==> config.mk <==
export PLATFORM = sky130hd
export DESIGN_NAME = demux4_stream_flat
export DESIGN_NICKNAME = d
export VERILOG_FILES = /design/src/rtl/demux4_stream_if.sv /design/src/rtl/demux4_stream.sv /design/src/flat_wrapper.sv
export SDC_FILE = /design/constraint.sdc
export NUM_CORES = 1
export LEC_CHECK = 0
export CORE_ASPECT_RATIO = 0.5
export CORE_MARGIN = 2
export CORE_UTILIZATION = 37
export DETAILED_ROUTE_END_ITERATION = 10
export HOLD_SLACK_MARGIN = 0.12
export PLACE_DENSITY = 0.9
export SLEW_MARGIN = 20
export SYNTH_ARGS = -nofsm -noshare
export SYNTH_HDL_FRONTEND = slang
export SYNTH_SLANG_ARGS = --single-unit
==> constraint.sdc <==
create_clock -name clk -period 1.7 [get_ports clk]
set_clock_uncertainty 0.1 [all_clocks]
set_input_delay 0.51 -clock clk [delete_from_list [all_inputs] [get_ports clk]]
set_output_delay 0.51 -clock clk [all_outputs]
set_load 0.01 [all_outputs]
==> src/rtl/demux4_stream_if.sv <==
// Stream bundle for demux4_stream: one valid/ready input and four valid/ready
// output channels. The producer/consumer side uses master, the demux uses slave.
interface demux4_stream_if #(
    parameter int WIDTH = 8
);
    logic                  in_valid;
    logic                  in_ready;
    logic [1:0]            in_sel;
    logic [WIDTH-1:0]      in_data;
    logic [3:0]            out_valid;
    logic [3:0]            out_ready;
    logic [3:0][WIDTH-1:0] out_data;

    modport master (
        output in_valid, in_sel, in_data, out_ready,
        input  in_ready, out_valid, out_data
    );

    modport slave (
        input  in_valid, in_sel, in_data, out_ready,
        output in_ready, out_valid, out_data
    );
endinterface

==> src/rtl/demux4_stream.sv <==
// 1-to-4 valid/ready stream demultiplexer with a 1-entry holding register per channel.
// Optional per-channel accepted-transfer counters are enabled by defining DEMUX4_CNT_EN.
module demux4_stream_lane #(
    parameter int WIDTH = 8,
    parameter int CNT_W = 16
) (
    input  logic             clk,
    input  logic             rst_n,
    input  logic             load_i,
    input  logic [WIDTH-1:0] data_i,
    input  logic             ready_i,
    input  logic             clr_i,
    output logic             valid_o,
    output logic [WIDTH-1:0] data_o,
    output logic [CNT_W-1:0] cnt_o
);
    logic             valid_q, valid_d;
    logic [WIDTH-1:0] data_q, data_d;

    // A load wins over a same-edge drain, so a channel with an always-ready
    // consumer can take one word per cycle.
    always_comb begin
        valid_d = valid_q;
        data_d  = data_q;
        if (load_i) begin
            valid_d = 1'b1;
            data_d  = data_i;
        end else if (ready_i) begin
            valid_d = 1'b0;
        end
    end

    always_ff @(posedge clk or negedge rst_n) begin
        if (!rst_n) begin
            valid_q <= 1'b0;
            data_q  <= '0;
        end else begin
            valid_q <= valid_d;
            data_q  <= data_d;
        end
    end

    assign valid_o = valid_q;
    assign data_o  = data_q;

`ifdef DEMUX4_CNT_EN
    logic [CNT_W-1:0] cnt_q, cnt_d;

    // Clear has priority over a coincident accept.
    always_comb begin
        cnt_d = cnt_q;
        if (clr_i) begin
            cnt_d = '0;
        end else if (load_i) begin
            cnt_d = cnt_q + CNT_W'(1);
        end
    end

    always_ff @(posedge clk or negedge rst_n) begin
        if (!rst_n) begin
            cnt_q <= '0;
        end else begin
            cnt_q <= cnt_d;
        end
    end

    assign cnt_o = cnt_q;
`else
    logic unused_clr;
    assign unused_clr = clr_i;
    assign cnt_o      = '0;
`endif
endmodule

module demux4_stream #(
    parameter int WIDTH = 8,
    parameter int CNT_W = 16
) (
    input  logic                  clk,
    input  logic                  rst_n,
    demux4_stream_if.slave        dmx,
    input  logic                  cnt_clr,
    output logic [3:0][CNT_W-1:0] cnt
);
    localparam int NUM_LANES = 4;

    logic [NUM_LANES-1:0] load;

    // Only the selected channel gates the input: a stalled target blocks the
    // stream even when other channels are free, which keeps words in order.
    assign dmx.in_ready = !dmx.out_valid[dmx.in_sel] | dmx.out_ready[dmx.in_sel];

    genvar i;
    generate
        for (i = 0; i < NUM_LANES; i++) begin : g_lane
            assign load[i] = dmx.in_valid & dmx.in_ready & (dmx.in_sel == 2'(i));

            demux4_stream_lane #(
                .WIDTH (WIDTH),
                .CNT_W (CNT_W)
            ) u_lane (
                .clk     (clk),
                .rst_n   (rst_n),
                .load_i  (load[i]),
                .data_i  (dmx.in_data),
                .ready_i (dmx.out_ready[i]),
                .clr_i   (cnt_clr),
                .valid_o (dmx.out_valid[i]),
                .data_o  (dmx.out_data[i]),
                .cnt_o   (cnt[i])
            );
        end
    endgenerate
endmodule

==> src/flat_wrapper.sv <==
// flat-port wrapper written by rule: the top's interface ports become plain ports
module demux4_stream_flat 
#(
    parameter int WIDTH = 8,
    parameter int CNT_W = 16
)
  (clk, rst_n, cnt_clr, cnt, dmx_in_valid, dmx_in_sel, dmx_in_data, dmx_out_ready, dmx_in_ready, dmx_out_valid, dmx_out_data);
  demux4_stream_if #(.WIDTH(WIDTH)) dmx_i ();
  input  logic clk;
  input  logic rst_n;
  input  logic cnt_clr;
  output logic [3:0][CNT_W-1:0] cnt;
  input wire logic [$bits(dmx_i.in_valid)-1:0] dmx_in_valid;
  input wire logic [$bits(dmx_i.in_sel)-1:0] dmx_in_sel;
  input wire logic [$bits(dmx_i.in_data)-1:0] dmx_in_data;
  input wire logic [$bits(dmx_i.out_ready)-1:0] dmx_out_ready;
  output wire logic [$bits(dmx_i.in_ready)-1:0] dmx_in_ready;
  output wire logic [$bits(dmx_i.out_valid)-1:0] dmx_out_valid;
  output wire logic [$bits(dmx_i.out_data)-1:0] dmx_out_data;
  assign dmx_i.in_valid = dmx_in_valid;
  assign dmx_i.in_sel = dmx_in_sel;
  assign dmx_i.in_data = dmx_in_data;
  assign dmx_i.out_ready = dmx_out_ready;
  assign dmx_in_ready = dmx_i.in_ready;
  assign dmx_out_valid = dmx_i.out_valid;
  assign dmx_out_data = dmx_i.out_data;
  demux4_stream #(.WIDTH(WIDTH), .CNT_W(CNT_W)) u_core (.clk(clk), .rst_n(rst_n), .dmx(dmx_i), .cnt_clr(cnt_clr), .cnt(cnt));
endmodule
# [Word-level counts from Yosys, hierarchy flattened]
# Index checks and enable logic that the tools add are counted.
# W data, S select, Z words.
[word_totals] register_bits=36 out_inout_bits=101 in_bits=18 wordCells=36
[op_classes] reduce_logical=6 bitwise_logic=6 magnitude_cmp=1 n_mux=12 n_eq_ne=3
[op_table] operator="$mux W1" count=10
[op_table] operator="$reduce_bool A2 Y1" count=4
[op_table] operator="$and A1 B1 Y1" count=5
[op_table] operator="$bmux W1 S2" count=2
[op_table] operator="$eq A2 B2 Y1 const B" count=2
[op_table] operator="$lt A2 B3 Y1 const B" count=1
[op_table] operator="$eq A2 B1 Y1 const B" count=1
[op_table] operator="$logic_not A2 Y1" count=1
[op_table] operator="$logic_not A1 Y1" count=1
[op_table] operator="$or A1 B1 Y1" count=1

# [Logic depth before layout (Yosys ltp)]
[depth] word_depth=7 ltp_mapped=4 ltp_nobuf=3

# [Hierarchy]
# From an unflattened synthesis, not the netlist that was laid out.
[hier_totals] cells_unflattened=157 area_unflattened_um2=2073.2
[by_module_without_submodules] module="demux4_stream_lane" seq_area_each_um2=225.2 n_inst=4 area_each_um2=493.0 cells_per_inst=37
[by_module_without_submodules] module="demux4_stream" seq_area_each_um2=0.0 n_inst=1 area_each_um2=101.3 cells_per_inst=9

# [Worst setup path after synthesis]
# Ideal clock, no wire load.
[synth_timing] kind="in2out" from="input dmx_out_ready[0]" to="output dmx_in_ready" t_required_ns=1.090 n_path_buf=0 stages=2 setup_slack_ns=-0.069 t_arrival_ns=1.159 cell_sequence="nand2b_1 mux4_2"
[synth_between] elab_chain_cells=3
[synth_rtl] element="start: declaration" line_no="flat_wrapper.sv:16" rtl="input wire logic [$bits(dmx_i.out_ready)-1:0] dmx_out_ready;"
[synth_rtl] element="$bmux W1 S2" line_no="demux4_stream.sv:91" rtl="assign dmx.in_ready = !dmx.out_valid[dmx.in_sel] | dmx.out_ready[dmx.in_sel];"
[synth_rtl] element="$mux W1 (implied by the code)" line_no="demux4_stream.sv:91"
[synth_rtl] element="$or A1 B1 Y1" line_no="demux4_stream.sv:91"
[synth_rtl] element="end: declaration" line_no="flat_wrapper.sv:17" rtl="output wire logic [$bits(dmx_i.in_ready)-1:0] dmx_in_ready;"
# No other way between the ends. The select of a mux whose other input is x is not followed.

# [Final worst setup path]
[layout_timing] from="input dmx_out_ready[3]" to="output dmx_in_ready"
# Same word-level chain as after synthesis.

==> results <==
==> registers in the layout, summed over array words and instances (netlist names) <==
register and count:
u_core.g_lane.u_lane.data_o 32, u_core.g_lane.u_lane.valid_o 4
==> cells by family after synthesis <==
group | after synthesis | synth area share, %
buffers and inverters | 70 | 27.3
DFF | 36 | 47.1
muxes | 33 | 20.0
and+or+nand+nor | 15 | 5.10
AOI/OAI and AO/OA | 1 | 0.261
other | 1 | 0.196
==> synth_stat cells, drive strengths merged <==
library cell,count,area [um2]
nand2b,4,25.0
mux4,1,22.5
nor3b,1,18.8
buf,70,523
nand2,5,18.8
nand3,1,5.00
nand3b,1,11.3
o21ai,1,5.00
and3,1,6.26
mux2,32,360
conb,1,3.75
nor2b,2,12.5
dfrtp,36,901
==> through the flow <==
stage / utilization [%] / hold WS [ps] / setup TNS, ps / setup WS [ps]
floorplan: - / 114 / -34.7 / -34.7
global placement: 48.9 / 389 / -15050 / -905
detailed placement: 48.9 / 396 / -15890 / -953
CTS: 50.5 / 405 / -265 / -265
global route: 50.6 / 413 / -303 / -303
finish: 50.6 / 400 / -257 / -257
==> power by group through the flow <==
stage	clock (mW)	sequential, mW	combinational (mW)
floorplan	0	1.20	0.368
global placement	0	1.13	0.790
detailed placement	0	1.14	0.811
CTS	0.647	1.11	0.700
global route	0.684	1.13	0.748
finish	0.637	1.11	0.695
==> per-layer routing <==
layer  vias to the layer above  share of wire [%]  GRT usage (%)
met5                         -                  0              0
met4                         0               0.39           5.04
met3                         2                5.4           2.86
met2                        57                 56           23.5
met1                       567                 38           13.1
li1                        521                  -              -
==> area by class of cell <==
type,count,share of cell area [%]
Clock buffer,7,3.84
Multi-Input combinational cell,113,30.7
Timing Repair Buffer,71,26.1
Sequential cell,36,35.9
Tap cell,70,3.49
==> worst min-delay path by stage <==
stage / slack, ps / startpoint / cells after the start / end
5_1_grt: 410 / u_core.g_lane[0].u_lane.data_o[4]$_DFFE_PN0P_ / 1 / u_core.g_lane[0].u_lane.data_o[4]$_DFFE_PN0P_
3_5_place_dp: 400 / u_core.g_lane[2].u_lane.data_o[0]$_DFFE_PN0P_ / 1 / u_core.g_lane[2].u_lane.data_o[0]$_DFFE_PN0P_
3_3_place_gp: 390 / u_core.g_lane[0].u_lane.data_o[3]$_DFFE_PN0P_ / 1 / u_core.g_lane[0].u_lane.data_o[3]$_DFFE_PN0P_
6_report: 400 / u_core.g_lane[3].u_lane.data_o[7]$_DFFE_PN0P_ / 1 / u_core.g_lane[3].u_lane.data_o[7]$_DFFE_PN0P_
4_1_cts: 410 / u_core.g_lane[3].u_lane.data_o[7]$_DFFE_PN0P_ / 1 / u_core.g_lane[3].u_lane.data_o[7]$_DFFE_PN0P_
2_1_floorplan: 110 / rst_n / 0 / u_core.g_lane[0].u_lane.data_o[0]$_DFFE_PN0P_
==> what timing repair did <==
item	4_1_cts	5_1_grt
gates resized for setup	69	1
buffers inserted	3	0
endpoints found under the setup margin	69	2
hold endpoints to repair	0	0
==> results by group <==
Status
  • Status: complete, but fails checks
  • Failing checks: setup timing

Flow run
  • Number of max-cap violations: 0

Clocking
  • CTS max path bufs: 2
  • CTS root buf: clkbuf_8
  • Clock Latency Late Sink: 270 ps
  • TritonCTS Buffers: 5
  • Reg clk slew, reported paths: 70 ps
  • Sink Count: 36
  • CTS tree: built
  • Hold buffers post-CTS: 0
  • H-tree levels: 2

Global route
  • Largest net degree at the start of global routing: 37
  • Grt ovf: 0
  • All-Layer GR Usage: 12.0%
  • Initial antenna violation count: 0
  • First-pass GRT wire length: 5160 um
  • Vias in the first global route: approximately 1100

Placed design
  • DP Wirelength: roughly 2800 um
  • Placed Cells: 287
  • Placed Area: 2420 um2
  • Routability Congestion: 0.718
  • Input/output buffers: 53

Synthesis
  • Synth cell types: 14
  • Yosys Warn Count: 0
  • Synth Register Bits: 36
  • Avg Cell Area, Syn: between 10 and 15 um2
  • Register area share after synthesis: between 40 and 50%
  • Cells after Synth: ~160
  • Netlist area before placement: between 1500 and 2000 um2

Pwr
  • Sw Ratio: approximately 28%
  • Pwr Density: 974 nW/um2
  • P_leak: roughly 1.3 nW
  • Combinational power share: 28.5%
  • Overall power: 2.44 mW
  • Clock share of power: about a quarter
  • Internal: 1.75 mW
  • Max VDD drop: between 300 and 400 uV
  • Net switching power: 687 uW
  • Seq pwr share: 45.4%

Drt
  • Vias per inst: 3.86
  • Starting DRT DRC Count: 29
  • Vias: around 1100
  • DRT Wirelength: approximately 3600 um
  • Drt first pass iters: 4
  • # DRC: 0
  • ANT nets after route: 0
  • Drt wl/cell: 12.1 um

Timing
  • RSZ-0062 raised after global routing: yes
  • Final period util: 115%
  • Final hold vios: 0
  • Final WS setup: -257 ps
  • Fin. max-slew vios: 0
  • Final setup fails: 1
  • Tmin final: around 2000 ps
  • Fmax: 0.511 GHz

Cells and area
  • Most common cell after layout, fill and taps aside: conb_1
  • Area of the multi-input gates: 768 um2
  • Final nets: 245
  • Storage cell area: 901 um2
  • Post-Layout Cell Count: about 300
  • Share of post-route cells with drive strength above 1: 32.2%
  • N_diodes: 0
  • # fillers: between 400 and 500
  • Final instance area: around 2500 um2
  • Area growth syn-to-layout: 31.0%
  • Commonest cells after routing, fill and taps aside: conb_1, dlygate4sd2_1, dfrtp_1

Worst setup path
  • Max FO, Critical Path: 2
  • Cells along the critical path: buf_6, nand2b_4, mux4_2, buf_6
  • R2R setup slack: roughly 120 ps
  • Crit path kind: primary input to output port
  • Slowest cell delay on critical path: 480 ps
  • Crit path depth: 4
  • Top cell by count, worst path: buf_6
  • FF-to-FF path depth: 6
  • Startpoint class of the critical path: primary input
  • Critical Path End Type: output port
  • Crit Reg-Reg Startpoint: u_core.g_lane[3].u_lane.valid_o$_DFFE_PN0P_
  • Reg2reg end: u_core.g_lane[3].u_lane.data_o[3]$_DFFE_PN0P_
  • CP delay by family, top: multiplexers
  • CP Launch Point: dmx_out_ready[3]
  • Worst EP required: 1090 ps
  • CP Buf/Inv Count: 2
  • Worst path arrival time: 1350 ps
  • CP endpoint: dmx_in_ready
  • Slowest cell on crit path: mux4_2

Die
  • Starting Density: 38.6%
  • Die area: 5800 um2
  • Die Y: 54.8 um
  • Core region area: 4950 um2
  • DIE WIDTH: 106 um
  • Site row count: 18
  • I/O pins: 119

Min path
  • Hold Crit Class: flop to flop
(Power assumes the default switching activity.)
